### config.mk
export PLATFORM = sky130hd
export DESIGN_NAME = stopwatch_ctrl
export DESIGN_NICKNAME = d
export VERILOG_FILES = /design/src/rtl/stopwatch_ctrl.sv
export SDC_FILE = /design/constraint.sdc
export NUM_CORES = 1
export LEC_CHECK = 0
export CAP_MARGIN = 20
export CORE_UTILIZATION = 35
export CTS_CLUSTER_DIAMETER = 100
export CTS_CLUSTER_SIZE = 28
export DETAILED_ROUTE_END_ITERATION = 10
export GPL_TIMING_DRIVEN = 0
export SETUP_SLACK_MARGIN = 0.1
export SYNTH_ARGS = -nofsm -noshare
export SYNTH_HDL_FRONTEND = slang
export SYNTH_SLANG_ARGS = --single-unit
### constraint.sdc
create_clock -name clk -period 4.2 [get_ports clk]
set_input_delay 0.63 -clock clk [delete_from_list [all_inputs] [get_ports clk]]
set_output_delay 0.63 -clock clk [all_outputs]
set_load 0.02 [all_outputs]
### src/rtl/stopwatch_ctrl.sv
// Stopwatch controller: IDLE/RUNNING/PAUSED/LAP FSM with a four-digit BCD mm:ss
// live count, a lap capture register and registered display/status outputs.
module stopwatch_ctrl #(
  parameter int MINUTES_MAX = 59
) (
  input  logic       clk,
  input  logic       rst,
  input  logic       tick,
  input  logic       start_stop,
  input  logic       lap,
  input  logic       clear,
  output logic       div_rst,
  output logic       running,
  output logic       lap_active,
  output logic [1:0] state,
  output logic [3:0] disp_sec_ones,
  output logic [3:0] disp_sec_tens,
  output logic [3:0] disp_min_ones,
  output logic [3:0] disp_min_tens,
  output logic       rollover
);

  typedef enum logic [1:0] {
    IDLE    = 2'd0,
    RUNNING = 2'd1,
    PAUSED  = 2'd2,
    LAP     = 2'd3
  } state_t;

  localparam logic [3:0] MAX_TENS = 4'(MINUTES_MAX / 10);
  localparam logic [3:0] MAX_ONES = 4'(MINUTES_MAX % 10);

  // Digit packing: [15:12] min tens, [11:8] min ones, [7:4] sec tens, [3:0] sec ones.
  state_t      state_reg, state_next;
  logic [15:0] live_reg, live_next;
  logic [15:0] lap_reg, lap_next;
  logic [15:0] live_inc;
  logic [15:0] disp_reg;
  logic        div_rst_reg, running_reg, lap_active_reg, rollover_reg;
  logic        at_max, counting, wrap;

  assign at_max   = (live_reg == {MAX_TENS, MAX_ONES, 4'd5, 4'd9});
  assign counting = (state_reg == RUNNING) || (state_reg == LAP);

  always_comb begin
    live_inc = live_reg;
    if (at_max) begin
      live_inc = 16'h0000;
    end else if (live_reg[3:0] != 4'd9) begin
      live_inc[3:0] = live_reg[3:0] + 4'd1;
    end else begin
      live_inc[3:0] = 4'd0;
      if (live_reg[7:4] != 4'd5) begin
        live_inc[7:4] = live_reg[7:4] + 4'd1;
      end else begin
        live_inc[7:4] = 4'd0;
        if (live_reg[11:8] != 4'd9) begin
          live_inc[11:8] = live_reg[11:8] + 4'd1;
        end else begin
          live_inc[11:8]  = 4'd0;
          live_inc[15:12] = live_reg[15:12] + 4'd1;
        end
      end
    end
  end

  always_comb begin
    state_next = state_reg;
    live_next  = live_reg;
    lap_next   = lap_reg;
    wrap       = 1'b0;
    if (clear) begin
      state_next = IDLE;
      live_next  = 16'h0000;
      lap_next   = 16'h0000;
    end else begin
      case (state_reg)
        IDLE:    if (start_stop) state_next = RUNNING;
        RUNNING: begin
          if (start_stop) begin
            state_next = PAUSED;
          end else if (lap) begin
            state_next = LAP;
            lap_next   = live_reg;
          end
        end
        PAUSED:  if (start_stop) state_next = RUNNING;
        LAP: begin
          if (start_stop)  state_next = PAUSED;
          else if (lap)    state_next = RUNNING;
        end
        default: state_next = IDLE;
      endcase
      // Counting is gated by the state before this cycle's command takes effect.
      if (tick && counting) begin
        live_next = live_inc;
        wrap      = at_max;
      end
    end
  end

  always_ff @(posedge clk) begin
    if (rst) begin
      state_reg      <= IDLE;
      live_reg       <= 16'h0000;
      lap_reg        <= 16'h0000;
      disp_reg       <= 16'h0000;
      div_rst_reg    <= 1'b1;
      running_reg    <= 1'b0;
      lap_active_reg <= 1'b0;
      rollover_reg   <= 1'b0;
    end else begin
      state_reg      <= state_next;
      live_reg       <= live_next;
      lap_reg        <= lap_next;
      disp_reg       <= (state_next == LAP) ? lap_next : live_next;
      div_rst_reg    <= (state_next == IDLE) || (state_next == PAUSED);
      running_reg    <= (state_next == RUNNING) || (state_next == LAP);
      lap_active_reg <= (state_next == LAP);
      rollover_reg   <= wrap;
    end
  end

  assign state         = state_reg;
  assign div_rst       = div_rst_reg;
  assign running       = running_reg;
  assign lap_active    = lap_active_reg;
  assign rollover      = rollover_reg;
  assign disp_min_tens = disp_reg[15:12];
  assign disp_min_ones = disp_reg[11:8];
  assign disp_sec_tens = disp_reg[7:4];
  assign disp_sec_ones = disp_reg[3:0];

endmodule
==> impl_metrics.env <==
export IMPL_p_sw_mw=0.186
export IMPL_p_clk_share_pct=36.3
export IMPL_n_antenna_cell=0
export IMPL_fin_crit_sh_pct=66.3
export IMPL_clock_sinks=53
export IMPL_synth_seq_cells=53
export IMPL_gp_congestion=0.790
export IMPL_cpPeakStageDelay_ns=0.70
export IMPL_synth_compound_area_share_pct=11.7
export IMPL_maxSlewHeadroom_pct=52.3
export IMPL_crit_arrival_ns=2.95
export IMPL_setup_tns_ns=0
export IMPL_area_growth_pct=21.4
export IMPL_worstSetupPathType="in2reg"
export IMPL_synthTopCellsByArea="dfxtp_1 (49%), mux2i_1 (8.7%), nor2_1 (6.7%)"
export IMPL_htreeDepth=2
export IMPL_synthXorXnorAreaFrac_pct=2.42
export IMPL_start_util_pct=36.5
export IMPL_crit_path_end_kind="register"
export IMPL_track_usage_pct=15.3
export IMPL_clockBufferDepth=2
export IMPL_synthesis_nets=234
export IMPL_switching_share_pct=21.7
export IMPL_cts_setup_buffers=0
export IMPL_die_w_um=80.8
export IMPL_grt_pass1_wl_um=7570
export IMPL_grt_ovfl_total=0
export IMPL_routed_wl_um=4460
export IMPL_yosysSeqAreaShare_pct=48.8
export IMPL_setup_viol=0
export IMPL_hp_class="reg2reg"
export IMPL_fmax_mhz=359
export IMPL_synth_common_cells="dfxtp_1 (53), nor2_1 (39), mux2i_1 (19), a21oi_1 (11), nand2_1 (9)"
export IMPL_ios=28
export IMPL_final_util_pct=44.3
export IMPL_synth_most_common_cell="dfxtp_1"
export IMPL_cts_tree="built"
export IMPL_drc_errors=0
export IMPL_comb_power_share_pct=4.7
export IMPL_seqCellArea_um2=1060
export IMPL_seqPwrFrac_pct=59.0
export IMPL_postSynthCellCount=220
export IMPL_cts_resized=0
export IMPL_hpwl_um=3060
export IMPL_drt_first_pass_iters=4
export IMPL_synth_cell_type_count=44
export IMPL_syn_area_um2=2170
export IMPL_worst_slew_pin_slew_ns=0.712
export IMPL_avgViaCountPerCell=4.95
export IMPL_drv_cap=0
export IMPL_yosysTopAreaCell="dfxtp_1"
export IMPL_yosysWarnings=0
export IMPL_cts_made_buffers=5
export IMPL_portBuffers=27
export IMPL_ir_worst_vdd_uv=208
export IMPL_p_int_mw=0.671
export IMPL_antenna_left=0
export IMPL_rsz0062_at_grt="false"
export IMPL_cts_clk_slew_worst_paths_ns=0.09
export IMPL_holdBufCountCts=0
export IMPL_drt_initial_drc_count=117
export IMPL_grt_pass1_vias=1538
export IMPL_clk_latency_ns=0.30
export IMPL_grt_start_max_net_pins=16
export IMPL_synth_edff_count=0
export IMPL_status="completed"
export IMPL_wl_per_cell_um=13.5
export IMPL_dieArea_um2=6530
export IMPL_crit_fanout=10
export IMPL_multi_input_area_um2=1030
export IMPL_synth_top_cell_area_share_pct=48.8
export IMPL_vias=1634
export IMPL_async_flop_share_pct=0
export IMPL_slew_violations=0
export IMPL_power_leakage_nw=0.955
export IMPL_crit_path_start_kind="primary input"
export IMPL_rows=28
export IMPL_grt_antenna_before_repair=0
export IMPL_synthAdderAreaFrac_pct=4.60
export IMPL_fillerInstances=596
export IMPL_coreArea_um2=5960
export IMPL_worstPathCellList="clkdlybuf4s50_1, xor2_1, nand3b_1, nor2_1, buf_2, a211oi_1"
export IMPL_final_nets=268
export IMPL_synthSimpleGateAreaFrac_pct=19.6
export IMPL_clock_skew_ns=0.00789
export IMPL_synth_top_family_by_area="simple AND/OR/NAND/NOR gates"
export IMPL_synth_area_per_cell_um2=9.88
export IMPL_period_minus_slack_ns=2.79
export IMPL_final_hold_violation_count=0
export IMPL_synth_mux_area_share_pct=9.26
export IMPL_critPathRequiredTime_ns=4.37
export IMPL_die_height_um=80.8
export IMPL_cts_root_buf="clkbuf_8"
export IMPL_drive_above_1_share_pct=9.80
export IMPL_cpMaxStageDelayCell="nor2_1"
export IMPL_synth_top_flop_cell="dfxtp_1"
export IMPL_power_density_nw_per_um2=325
==> per-layer routing <==
layer	wire length [um]	GRT usage (%)	share of wire, %
met1	2260	20.9	51
met2	1950	23.6	44
met3	180	3.37	4.0
met4	69	5.36	1.5
met5	0	0	0
==> cells in the final DEF, fill, tap and decap left out, drive strengths merged, types with 2 or more instances in the layout <==
cell,netlist,routed
dfxtp,53,53
nor2,39,39
clkdlybuf4s50,0,27
mux2i,19,19
clkbuf,6,13
a21oi,11,11
nand2,9,9
ha,8,8
a221oi,7,7
inv,6,6
nor3,6,6
buf,6,6
xor2,4,4
nand3b,4,4
and2,4,4
nand4,4,4
a2bb2oi,4,4
nor2b,3,3
o21ai,3,3
or2,2,2
and3b,2,2
and4b,2,2
nand3,2,2
xnor2,2,2
nor4,2,2
==> metrics by stage <==
| step | area [um2] | hold slack [ns] | instances | total power [mW] | setup WS (ns) |
|---|---|---|---|---|---|
| after global placement | 2540 | 0.469 | 322 | 0.559 | 1.09 |
| after global routing | 2640 | 0.523 | 330 | 0.894 | 1.25 |
| after detailed placement | 2540 | 0.479 | 322 | 0.559 | 1.06 |
| final | 2640 | 0.494 | 330 | 0.857 | 1.41 |
| after CTS | 2640 | 0.501 | 330 | 0.866 | 1.37 |
| after floorplan | 2170 | 0.455 | 220 | 0.540 | 2.27 |
==> path summary, 6_finish.rpt <==
check | start | endpoint | slack (ns) | depth (start not counted)
max | lap | disp_reg[11]$_SDFF_PP0_ | 1.41 | 6
min | lap_reg[8]$_SDFF_PP0_ | lap_reg[8]$_SDFF_PP0_ | 0.49 | 2
max reg2reg | state[1]$_SDFF_PP0_ | disp_reg[11]$_SDFF_PP0_ | 1.86 | 5
min reg2reg | lap_reg[8]$_SDFF_PP0_ | lap_reg[8]$_SDFF_PP0_ | 0.49 | 2
==> cell families after synthesis <==
logic type / Yosys count
flip-flops: 53
AO/OA/AOI/OAI: 33
AND/OR/NAND/NOR: 82
adder cells (fa/ha/maj): 8
buffers and inverters: 18
XOR/XNOR: 6
multiplexers: 20
==> worst max-delay path: cells and delay by family <==
kind	cells	cell delay [ns]
XOR/XNOR	1	0.17
AND/OR/NAND/NOR	2	1.10
buffers and inverters	2	0.92
AO/OA/AOI/OAI	1	0.13
==> power groups by stage <==
stage               logic, mW  registers [mW]  clock network (mW)
CTS                    0.0408           0.506               0.319
global route           0.0442           0.507               0.343
detailed placement     0.0407           0.518                   0
floorplan              0.0190           0.521                   0
global placement       0.0407           0.518                   0
finish                 0.0404           0.506               0.311
==> cell type report <==
type / count / share of cell area [%]
repair buffers: 27 / 10.2
plain buffers: 12 / 2.18
multi-input cells: 149 / 39.1
flip-flops and latches: 53 / 40.2
well taps: 75 / 3.55
clock inverters: 1 / 0.190
clock buffers: 7 / 3.65
inverters: 6 / 0.853
No activity file was read; power rests on OpenSTA's default activity.
